`config.mk`:
```
export PLATFORM = sky130hd
export DESIGN_NAME = gumnut_seq_alu
export DESIGN_NICKNAME = d
export VERILOG_FILES = /design/src/rtl/gumnut_alu_pkg.sv /design/src/rtl/gumnut_alu_iter.sv /design/src/rtl/gumnut_seq_alu.sv
export SDC_FILE = /design/constraint.sdc
export NUM_CORES = 1
export LEC_CHECK = 0
export ABC_CLOCK_PERIOD_IN_PS = 4610
export CELL_PAD_IN_SITES_DETAIL_PLACEMENT = 0
export CELL_PAD_IN_SITES_GLOBAL_PLACEMENT = 1
export CORE_MARGIN = 2
export CORE_UTILIZATION = 50
export CTS_BUF_LIST = sky130_fd_sc_hd__clkbuf_2 sky130_fd_sc_hd__clkbuf_4 sky130_fd_sc_hd__clkbuf_8
export CTS_CLUSTER_DIAMETER = 150
export CTS_CLUSTER_SIZE = 30
export DETAILED_ROUTE_END_ITERATION = 12
export PLACE_DENSITY_LB_ADDON = 0.25
export SLEW_MARGIN = 20
export SYNTH_ARGS = -nofsm -noshare
export SYNTH_HDL_FRONTEND = slang
export SYNTH_HIERARCHICAL = 1
export SYNTH_SLANG_ARGS = --single-unit
```
`constraint.sdc`:
```
create_clock -name clk_i -period 4.61 [get_ports clk_i]
set_input_delay 1.1525 -clock clk_i [delete_from_list [all_inputs] [get_ports clk_i]]
set_output_delay 1.1525 -clock clk_i [all_outputs]
set_load 0.01 [all_outputs]
```
`src/rtl/gumnut_alu_pkg.sv`:
```
// Shared definitions for the sequential Gumnut ALU: function codes,
// handshake FSM states and the shift/rotate sub-operation encoding.
package gumnut_alu_pkg;

  localparam logic [3:0] FN_ADD  = 4'd0;
  localparam logic [3:0] FN_ADDC = 4'd1;
  localparam logic [3:0] FN_SUB  = 4'd2;
  localparam logic [3:0] FN_SUBC = 4'd3;
  localparam logic [3:0] FN_AND  = 4'd4;
  localparam logic [3:0] FN_OR   = 4'd5;
  localparam logic [3:0] FN_XOR  = 4'd6;
  localparam logic [3:0] FN_MASK = 4'd7;
  localparam logic [3:0] FN_SHL  = 4'd8;
  localparam logic [3:0] FN_SHR  = 4'd9;
  localparam logic [3:0] FN_ROL  = 4'd10;
  localparam logic [3:0] FN_ROR  = 4'd11;
  localparam logic [3:0] FN_MUL  = 4'd12;

  typedef enum logic [1:0] {
    ST_IDLE,
    ST_SHIFT,
    ST_MUL
  } state_t;

  // Low two bits of the shift/rotate function codes map directly onto this.
  typedef enum logic [1:0] {
    SH_SHL = 2'd0,
    SH_SHR = 2'd1,
    SH_ROL = 2'd2,
    SH_ROR = 2'd3
  } shift_op_t;

endpackage

```
`src/rtl/gumnut_alu_iter.sv`:
```
// Iterative datapath: one-bit-per-cycle shift/rotate register, shift-add
// multiply accumulator and the shared iteration down-counter.
module gumnut_alu_iter
  import gumnut_alu_pkg::*;
#(
  parameter  int WIDTH = 8,
  localparam int CW    = $clog2(WIDTH)
) (
  input  logic             clk_i,
  input  logic             rst_i,
  input  logic             load,
  input  logic             step,
  input  shift_op_t        shift_op,
  input  logic [WIDTH-1:0] a,
  input  logic [WIDTH-1:0] b,
  input  logic [CW:0]      count,
  output logic [WIDTH-1:0] sh_nxt,
  output logic             c_nxt,
  output logic [WIDTH-1:0] hi_nxt,
  output logic [WIDTH-1:0] lo_nxt,
  output logic             last
);

  logic [WIDTH-1:0] sh_q;
  logic [WIDTH-1:0] hi_q;
  logic [WIDTH-1:0] lo_q;
  logic [WIDTH-1:0] m_q;
  logic [CW:0]      cnt_q;
  shift_op_t        op_q;
  logic [WIDTH:0]   acc_sum;

  // Next shift-register value and the bit that leaves (or wraps) this step.
  always_comb begin
    sh_nxt = sh_q;
    c_nxt  = 1'b0;
    case (op_q)
      SH_SHL: begin
        sh_nxt = {sh_q[WIDTH-2:0], 1'b0};
        c_nxt  = sh_q[WIDTH-1];
      end
      SH_SHR: begin
        sh_nxt = {1'b0, sh_q[WIDTH-1:1]};
        c_nxt  = sh_q[0];
      end
      SH_ROL: begin
        sh_nxt = {sh_q[WIDTH-2:0], sh_q[WIDTH-1]};
        c_nxt  = sh_q[WIDTH-1];
      end
      SH_ROR: begin
        sh_nxt = {sh_q[0], sh_q[WIDTH-1:1]};
        c_nxt  = sh_q[0];
      end
      default: begin
        sh_nxt = sh_q;
        c_nxt  = 1'b0;
      end
    endcase
  end

  // Shift-add step: conditionally add the multiplicand into the high half,
  // then shift the whole {hi, lo} pair right, retiring one multiplier bit.
  always_comb begin
    acc_sum = {1'b0, hi_q} + (lo_q[0] ? {1'b0, m_q} : {(WIDTH+1){1'b0}});
    hi_nxt  = acc_sum[WIDTH:1];
    lo_nxt  = {acc_sum[0], lo_q[WIDTH-1:1]};
  end

  assign last = (cnt_q == {{CW{1'b0}}, 1'b1});

  // Load operands at acceptance, then advance both datapaths on every step.
  always_ff @(posedge clk_i or negedge rst_i) begin
    if (!rst_i) begin
      sh_q  <= '0;
      hi_q  <= '0;
      lo_q  <= '0;
      m_q   <= '0;
      cnt_q <= '0;
      op_q  <= SH_SHL;
    end else if (load) begin
      sh_q  <= a;
      m_q   <= a;
      lo_q  <= b;
      hi_q  <= '0;
      cnt_q <= count;
      op_q  <= shift_op;
    end else if (step) begin
      sh_q  <= sh_nxt;
      hi_q  <= hi_nxt;
      lo_q  <= lo_nxt;
      cnt_q <= cnt_q - 1'b1;
    end
  end

endmodule

```
`src/rtl/gumnut_seq_alu.sv`:
```
// Multi-cycle Gumnut ALU: request/ready handshake, single-cycle arithmetic
// and logic, iterative shift/rotate/multiply, internal condition codes.
module gumnut_seq_alu
  import gumnut_alu_pkg::*;
#(
  parameter  int WIDTH = 8,
  localparam int CW    = $clog2(WIDTH)
) (
  input  logic             clk_i,
  input  logic             rst_i,
  input  logic             req_i,
  output logic             ready_o,
  input  logic [3:0]       fn_i,
  input  logic [WIDTH-1:0] a_i,
  input  logic [WIDTH-1:0] b_i,
  output logic [WIDTH-1:0] result_o,
  output logic [WIDTH-1:0] result_hi_o,
  output logic             done_o,
  output logic             cc_c_o,
  output logic             cc_z_o
);

  state_t           state_q;
  logic             accept;
  logic [CW-1:0]    sh_cnt;
  logic [CW:0]      iter_count;
  logic [WIDTH:0]   sum_ext;
  logic [WIDTH-1:0] alu_res;
  logic             alu_c;
  logic             alu_flags;
  logic             alu_single;

  logic [WIDTH-1:0] sh_nxt;
  logic             c_nxt;
  logic [WIDTH-1:0] hi_nxt;
  logic [WIDTH-1:0] lo_nxt;
  logic             last;

  assign ready_o    = (state_q == ST_IDLE);
  assign accept     = req_i && ready_o;
  assign sh_cnt     = b_i[CW-1:0];
  assign iter_count = (fn_i == FN_MUL) ? (CW+1)'(WIDTH) : {1'b0, sh_cnt};

  // Single-cycle result and carry; also decides whether the op needs iterating.
  always_comb begin
    sum_ext    = '0;
    alu_res    = a_i;
    alu_c      = 1'b0;
    alu_flags  = 1'b1;
    alu_single = 1'b1;
    case (fn_i)
      FN_ADD: begin
        sum_ext = {1'b0, a_i} + {1'b0, b_i};
        alu_res = sum_ext[WIDTH-1:0];
        alu_c   = sum_ext[WIDTH];
      end
      FN_ADDC: begin
        sum_ext = {1'b0, a_i} + {1'b0, b_i} + {{WIDTH{1'b0}}, cc_c_o};
        alu_res = sum_ext[WIDTH-1:0];
        alu_c   = sum_ext[WIDTH];
      end
      FN_SUB: begin
        sum_ext = {1'b0, a_i} - {1'b0, b_i};
        alu_res = sum_ext[WIDTH-1:0];
        alu_c   = sum_ext[WIDTH];
      end
      FN_SUBC: begin
        sum_ext = {1'b0, a_i} - {1'b0, b_i} - {{WIDTH{1'b0}}, cc_c_o};
        alu_res = sum_ext[WIDTH-1:0];
        alu_c   = sum_ext[WIDTH];
      end
      FN_AND:  alu_res = a_i & b_i;
      FN_OR:   alu_res = a_i | b_i;
      FN_XOR:  alu_res = a_i ^ b_i;
      FN_MASK: alu_res = a_i & ~b_i;
      FN_SHL, FN_SHR, FN_ROL, FN_ROR: alu_single = (sh_cnt == '0);
      FN_MUL:  alu_single = 1'b0;
      default: alu_flags = 1'b0;
    endcase
  end

  gumnut_alu_iter #(
    .WIDTH(WIDTH)
  ) u_iter (
    .clk_i    (clk_i),
    .rst_i    (rst_i),
    .load     (accept),
    .step     (state_q != ST_IDLE),
    .shift_op (shift_op_t'(fn_i[1:0])),
    .a        (a_i),
    .b        (b_i),
    .count    (iter_count),
    .sh_nxt   (sh_nxt),
    .c_nxt    (c_nxt),
    .hi_nxt   (hi_nxt),
    .lo_nxt   (lo_nxt),
    .last     (last)
  );

  // Handshake FSM with registered result, completion pulse and flags.
  always_ff @(posedge clk_i or negedge rst_i) begin
    if (!rst_i) begin
      state_q     <= ST_IDLE;
      result_o    <= '0;
      result_hi_o <= '0;
      done_o      <= 1'b0;
      cc_c_o      <= 1'b0;
      cc_z_o      <= 1'b0;
    end else begin
      done_o <= 1'b0;
      case (state_q)
        ST_IDLE: begin
          if (req_i) begin
            if (alu_single) begin
              result_o    <= alu_res;
              result_hi_o <= '0;
              done_o      <= 1'b1;
              if (alu_flags) begin
                cc_c_o <= alu_c;
                cc_z_o <= (alu_res == '0);
              end
            end else if (fn_i == FN_MUL) begin
              state_q <= ST_MUL;
            end else begin
              state_q     <= ST_SHIFT;
              result_hi_o <= '0;
            end
          end
        end
        ST_SHIFT: begin
          result_o <= sh_nxt;
          if (last) begin
            state_q <= ST_IDLE;
            done_o  <= 1'b1;
            cc_c_o  <= c_nxt;
            cc_z_o  <= (sh_nxt == '0);
          end
        end
        ST_MUL: begin
          result_o    <= lo_nxt;
          result_hi_o <= hi_nxt;
          if (last) begin
            state_q <= ST_IDLE;
            done_o  <= 1'b1;
            cc_c_o  <= (hi_nxt != '0);
            cc_z_o  <= (hi_nxt == '0) && (lo_nxt == '0);
          end
        end
        default: state_q <= ST_IDLE;
      endcase
    end
  end

endmodule

```
; ---- Yosys cells after proc, flatten, opt, wreduce, memory -nomap -nowiden
; Cells that the tools add are included.
[word_totals]
input_bits = 23
register_bits = 59
output_inout_bits = 20
word_cells = 117
[classes]
mux = 44
n_eq_ne = 26
bitwise_logic = 5
n_addsub = 6
n_reduce_logical = 24
[ops]
columns = operator, count
row1 = $mux W8, 12
row2 = $pmux W8 S8, 1
row3 = $logic_not A8 Y1, 4
row4 = $pmux W8 S4, 1
row5 = $pmux W8 S3, 1
row6 = $eq A4 B4 Y1 const B, 5
row7 = $and A8 B8 Y8, 2
row8 = $eq A4 B3 Y1 const B, 4
row9 = $pmux W8 S2, 1
row10 = $mux W1, 14
row11 = $reduce_or A13 Y1, 1
row12 = $mux W4, 3
row13 = $add A8 B8 Y9, 1
row14 = $add A8 B9 Y9, 1
row15 = $add A9 B1 Y9, 1
row16 = $reduce_and A3 Y1, 3
row17 = $sub A8 B8 Y9, 1
row18 = $sub A9 B1 Y9, 1
row19 = $eq A4 B1 Y1 const B, 2
row20 = $eq A4 B2 Y1 const B, 2
row21 = $mux W2, 4
row22 = $ne A2 B2 Y1 const B, 4
row23 = $not A8 Y8, 1
row24 = $or A8 B8 Y8, 1
row25 = 20 further kinds, 34

; ---- Depth between registers and ports, before layout
[depth]
word_depth = 8
depth_mapped = 14
mapped_depth_nobuf = 14

; ---- Hierarchy
; The synthesis kept the hierarchy.
[modules_own_cells]
columns = module, area_each_um2, cells_each, n_inst, seq_area_each_um2
row1 = gumnut_seq_alu, 3085.5, 400, 1, 525.5
row2 = gumnut_alu_iter, 2174.6, 221, 1, 950.9

; ---- Worst setup path before layout
; OpenSTA, ideal clock, no wires.
[synth_timing]
path_type = in2reg
start = input port a_i[0]
end = register result_o[7]
setup_slack_ns = 0.867
setup_time_ns = 0.124
path_stages = 12
arrival_ns = 3.619
cell_sequence = inv_1 -> ha_1 -> inv_1 -> fa_1 -> xor2_1 -> nand3_1 -> o21bai_1 -> a211oi_1 -> nor4b_1 -> xor2_1 -> a221o_1 -> o31a_1
[synth_via]
elab_chain_cells = 6
elab_cells_between_ends = 8
[synth_rtl]
columns = element, line
row1 = "start, declared", gumnut_seq_alu.sv:14  ; input logic [WIDTH-1:0] a_i,
row2 = $sub A8 B8 Y9 or $add A8 B8 Y9 (tied branches), n/a
row3 = $sub A9 B1 Y9 or $add A9 B1 Y9 (tied branches), "gumnut_seq_alu.sv:68, gumnut_seq_alu.sv:58"
row4 = $pmux W8 S8 *, gumnut_seq_alu.sv:51  ; case (fn_i)
row5 = $mux W8 *, gumnut_seq_alu.sv:114  ; if (alu_single) begin
row6 = $mux W8 *, gumnut_seq_alu.sv:113  ; if (req_i) begin
row7 = $pmux W8 S3 *, gumnut_seq_alu.sv:111  ; case (state_q)
row8 = "end signal, assigned", gumnut_seq_alu.sv:115  ; result_o <= alu_res;
row9 = "end signal, assigned", gumnut_seq_alu.sv:131  ; result_o <= sh_nxt;
row10 = "end signal, assigned", gumnut_seq_alu.sv:140  ; result_o <= lo_nxt;
row11 = "end, declared", gumnut_seq_alu.sv:16  ; output logic [WIDTH-1:0] result_o,
; Every way passes the cells marked *; elsewhere a longest branch is shown, timed or not. The select of a mux whose other input is x is not followed.
; A chain may end at the register's enable or synchronous reset.

; ---- Worst setup path after layout
; Same ends and word-level chain as after synthesis.

==> results.rst <==
.. list-table::
   :header-rows: 1

   * - Metric
     - Value
   * - Mean area per synthesized cell
     - 8.47 um2
   * - Fraction of the mapped netlist area in compound gates
     - 0.234
   * - Vias in the first global route
     - 4607
   * - Wire length of the first global-routing pass
     - roughly 24000 um
   * - Number of cells produced by synthesis
     - approximately 620
   * - Minimum setup slack among reg-to-reg paths
     - 1.31 ns
   * - Worst Path Class, Setup
     - in2reg
   * - DRC viols
     - 0
   * - Cell with the biggest individual delay on the critical path
     - sky130_fd_sc_hd__clkdlybuf4s50_1
   * - Antenna fix cells
     - 0
   * - Inserted Clock Buffers
     - 9
   * - Hold buffers post-CTS
     - 0
   * - Total number of nets in the final design
     - between 700 and 800
   * - Worst Tran Pin Value
     - between 0.7 and 0.8 ns
   * - Worst-case headroom to the max-slew limit
     - 0.520
   * - Routed vias
     - 4859
   * - Global placer's final weighted congestion
     - about 0.95
   * - Category of the worst setup path capture point
     - flop
   * - Total global routing track utilization
     - 0.270
   * - Total standard cell area after synthesis
     - roughly 5300 um2
   * - Sequential area share after synthesis
     - 0.281
   * - Reg clk slew, reported paths
     - 0.07 ns
   * - Number of max-capacitance violations reported
     - 0
   * - Ordered cell list for the critical path
     - clkdlybuf4s50_1, inv_1, ha_1, inv_1, fa_1, xor2_1, nand3_1, o21bai_1, a211oi_1, nor4b_1, xor2_1, a221o_1, o31a_1
   * - Remaining antenna violation count
     - 0
   * - Worst clock skew
     - 0.0166 ns
   * - Termination of the worst setup path
     - result_o[7]
   * - Startpoint Class
     - primary input
   * - Yosys synthesis warning count
     - 6
   * - Most common cell after layout, fill and taps aside
     - sky130_fd_sc_hd__nand2_1
   * - Number of flip-flops and latches in the synthesized netlist
     - 59
   * - Die area
     - 11400 um2
   * - Worst reg2reg endpoint
     - cc_z_o
   * - Initial Util
     - 0.512
   * - Boundary Pins
     - 43
   * - Detailed-placement wirelength estimate
     - 11400 um
   * - Number of cells on the worst reg-to-reg path
     - 14
   * - Status
     - finished clean
   * - Main synth FF type
     - sky130_fd_sc_hd__dfrtp_1
   * - Period utilisation layout
     - 0.931
   * - Number of unique standard cell types used by synthesis
     - 70
   * - Critical path's largest stage delay
     - 0.51 ns
   * - Multiplexer area fraction after synthesis
     - 0.0695
   * - Total core area
     - 10300 um2
   * - Unrepaired setup endpoints after global routing
     - no
   * - Final worst hold slack
     - 0.468 ns
   * - Cell count along the critical path
     - 13
   * - Number of failing hold endpoints at the final stage
     - 0
   * - Initial detailed-routing violation count
     - between 300 and 400
   * - Final Slew Violations
     - 0
   * - Worst supply voltage drop on vdd
     - 0.000376 V
   * - Share of final-layout standard cells stronger than drive strength 1
     - 0.114
   * - Synthesized-area fraction occupied by xor and xnor cells
     - 0.0433
   * - WP buf/inv
     - 3
   * - Total routed wirelength
     - 14700 um
   * - Required time reported for the critical path endpoint
     - roughly 4.8 ns
   * - CP delay by family, top
     - compound AO/OA/AOI/OAI gates
   * - Pre-antenna DRT Iters
     - 5
   * - Total negative slack for setup checks
     - 0 ns
   * - Antenna violations before repair
     - 0
   * - Worst Path Max Fanout
     - 4
   * - Type of the worst min-delay path
     - reg2reg
   * - Power density relative to cell area
     - 529 nW/um2
   * - Commonest cells after routing, fill and taps aside
     - sky130_fd_sc_hd__nand2_1 (73), sky130_fd_sc_hd__dfrtp_1 (59), sky130_fd_sc_hd__o21ai_0 (47)
   * - Remaining global-route overflow
     - 0
   * - Post-cts sizing count
     - 0
   * - Input/output buffers
     - 42
   * - Post-Synth Adder-Cell Area
     - 0.111
   * - Dominant combinational cell family by area after synthesis
     - compound AO/OA/AOI/OAI gates
   * - Detail-routed via count per cell
     - roughly 6.0
   * - Number of buffers added for setup after CTS
     - 0
   * - Worst skew pair latency
     - 0.34 ns
   * - Critical register-to-register path startpoint
     - u_iter/lo_q[0]
   * - Horizontal extent of the die
     - 107 um
   * - Time the final worst path needs with I/O delays and setup
     - 4.29 ns
   * - Achievable frequency
     - 233 MHz
   * - Number of synthesized flops with an enable pin
     - 0
   * - Total number of placement rows
     - 37
   * - Min-delay src
     - result_hi_o[2]
   * - Leakage power of the design
     - 0.00271 uW
   * - Utilization of the core after routing
     - 0.583
   * - Wire per inst
     - around 18 um
   * - Largest net degree at the start of global routing
     - 44
   * - Synthesized Nets
     - 689
   * - Start point of the critical path
     - a_i[0]
   * - Longest Clk Path Bufs
     - 2
   * - Area fraction in and, or, nand and nor cells after synthesis
     - 0.178
   * - Sink Count
     - 59
   * - Die Span Y
     - 107 um
   * - H-tree depth
     - 3
   * - Layout overhead on the synthesized area
     - 13.9%
   * - Clock root buffer master
     - sky130_fd_sc_hd__clkbuf_8
   * - Synth async-reset ratio
     - 1.00
   * - Total setup violations reported at the end of the flow
     - 0
   * - Arrival time of the worst setup path
     - roughly 4.5 ns
   * - Filler cell count in the final layout
     - 968
   * - Clock tree from TritonCTS
     - yes
==> worst reg2reg max path, stage by stage, from the launching register on <==
cell                       delay, ns
sky130_fd_sc_hd__dfrtp_1        0.47
sky130_fd_sc_hd__and2_1         0.20
sky130_fd_sc_hd__ha_1           0.22
sky130_fd_sc_hd__fa_1           0.45
sky130_fd_sc_hd__a211oi_2       0.29
sky130_fd_sc_hd__o21bai_1       0.12
sky130_fd_sc_hd__a211o_1        0.31
sky130_fd_sc_hd__and2_2         0.22
sky130_fd_sc_hd__nor4_1         0.26
sky130_fd_sc_hd__nand2_1        0.15
sky130_fd_sc_hd__o21ai_0        0.19
sky130_fd_sc_hd__nand2_1        0.07
sky130_fd_sc_hd__nor2_1         0.12
sky130_fd_sc_hd__a21oi_1        0.06
sky130_fd_sc_hd__o31ai_1        0.08
==> cells by family (layout without fill, tap and decap cells) <==
family / count (synthesis) / count (layout)
buf+inv: 84 / 132
mux: 35 / 35
flops: 59 / 59
simple gates: 198 / 198
compound gates: 174 / 174
xor+xnor: 26 / 26
fa+ha+maj: 45 / 45
==> routing by layer <==
metal | share of wire | track usage
met2 | 0.42 | 0.375
met3 | 0.073 | 0.0619
met1 | 0.49 | 0.404
met5 | 0 | 0
met4 | 0.024 | 0.0965
==> stage by stage <==
stage | total power [uW] | instances | instance area [um2] | worst slack (ns)
3_5_place_dp | 2650 | 789 | 5790 | 0.0371
3_3_place_gp | 2610 | 789 | 5790 | 0.0855
6_report | 3170 | 805 | 5990 | 0.319
5_1_grt | 3410 | 805 | 5990 | 0.160
4_1_cts | 3160 | 805 | 5990 | 0.391
2_1_floorplan | 2180 | 621 | 5260 | 0.867
==> worst min path at each step <==
stage	to	slack [ns]	depth (start not counted)
final	result_hi_o[2]	0.47	2
after global routing	result_hi_o[2]	0.50	2
after CTS	result_hi_o[2]	0.47	2
after detailed placement	result_hi_o[2]	0.45	2
after global placement	result_hi_o[5]	0.45	2
after floorplan	u_iter/hi_q[5]	0.47	1
==> cells in the mapped netlist (4+ instances only) <==
| cell | instances | area share |
|---|---|---|
| sky130_fd_sc_hd__o31ai_1 | 9 | 0.013 |
| sky130_fd_sc_hd__nor4_1 | 8 | 0.0095 |
| sky130_fd_sc_hd__xnor2_1 | 17 | 0.028 |
| sky130_fd_sc_hd__clkbuf_8 | 6 | 0.016 |
| sky130_fd_sc_hd__mux2_2 | 12 | 0.026 |
| sky130_fd_sc_hd__nand2_1 | 73 | 0.052 |
| sky130_fd_sc_hd__or2_2 | 4 | 0.0048 |
| sky130_fd_sc_hd__o211ai_1 | 6 | 0.0086 |
| sky130_fd_sc_hd__a21oi_1 | 24 | 0.023 |
| sky130_fd_sc_hd__buf_4 | 8 | 0.011 |
| sky130_fd_sc_hd__nor3_1 | 10 | 0.0095 |
| sky130_fd_sc_hd__a32oi_1 | 4 | 0.0067 |
| sky130_fd_sc_hd__a221oi_1 | 5 | 0.0083 |
| sky130_fd_sc_hd__o221ai_1 | 7 | 0.012 |
| sky130_fd_sc_hd__ha_1 | 42 | 0.10 |
| sky130_fd_sc_hd__nand3_1 | 21 | 0.020 |
| sky130_fd_sc_hd__a22oi_1 | 4 | 0.0057 |
| sky130_fd_sc_hd__clkbuf_1 | 10 | 0.0071 |
| sky130_fd_sc_hd__a211oi_1 | 9 | 0.013 |
| sky130_fd_sc_hd__buf_2 | 6 | 0.0057 |
| sky130_fd_sc_hd__inv_1 | 46 | 0.033 |
| sky130_fd_sc_hd__a22o_1 | 6 | 0.010 |
| sky130_fd_sc_hd__mux2i_1 | 23 | 0.044 |
| sky130_fd_sc_hd__o22ai_1 | 5 | 0.0059 |
| sky130_fd_sc_hd__and2_1 | 12 | 0.014 |
| sky130_fd_sc_hd__dfrtp_1 | 59 | 0.28 |
| sky130_fd_sc_hd__nor2_1 | 42 | 0.030 |
| sky130_fd_sc_hd__xor2_1 | 9 | 0.015 |
| sky130_fd_sc_hd__o21ai_0 | 47 | 0.045 |
| sky130_fd_sc_hd__a21o_1 | 6 | 0.0086 |
| sky130_fd_sc_hd__nand2b_1 | 5 | 0.0059 |
| sky130_fd_sc_hd__a221o_1 | 5 | 0.0095 |
==> final cells by class <==
cell class                 count  area [um2]  area share
sequential                    59        1480       0.247
timing repair buffer          68         611       0.102
multi-input combinational    478        3350       0.559
inverter                      48         180      0.0301
tap                          136         170      0.0284
clock inverter                 6        65.1      0.0109
clock buffer                  10         138      0.0230
==> registers in the layout, indices dropped and copies added, names as in the netlist <==
signal	count
u_iter/lo_q	8
result_o	8
cc_c_o	1
state_q	2
u_iter/sh_q	8
u_iter/cnt_q	4
result_hi_o	8
u_iter/op_q	2
u_iter/hi_q	8
cc_z_o	1
done_o	1
u_iter/m_q	8
==> where the power goes <==
group	leakage, uW	internal, uW	total, uW	switching [uW]
Sequential	0.000751	736	928	191
Combinational	0.00186	757	1750	996
Clock	0.000102	264	487	223
Total	0.00271	1760	3170	1410
Note: power is estimated with default switching activity, not from simulation.
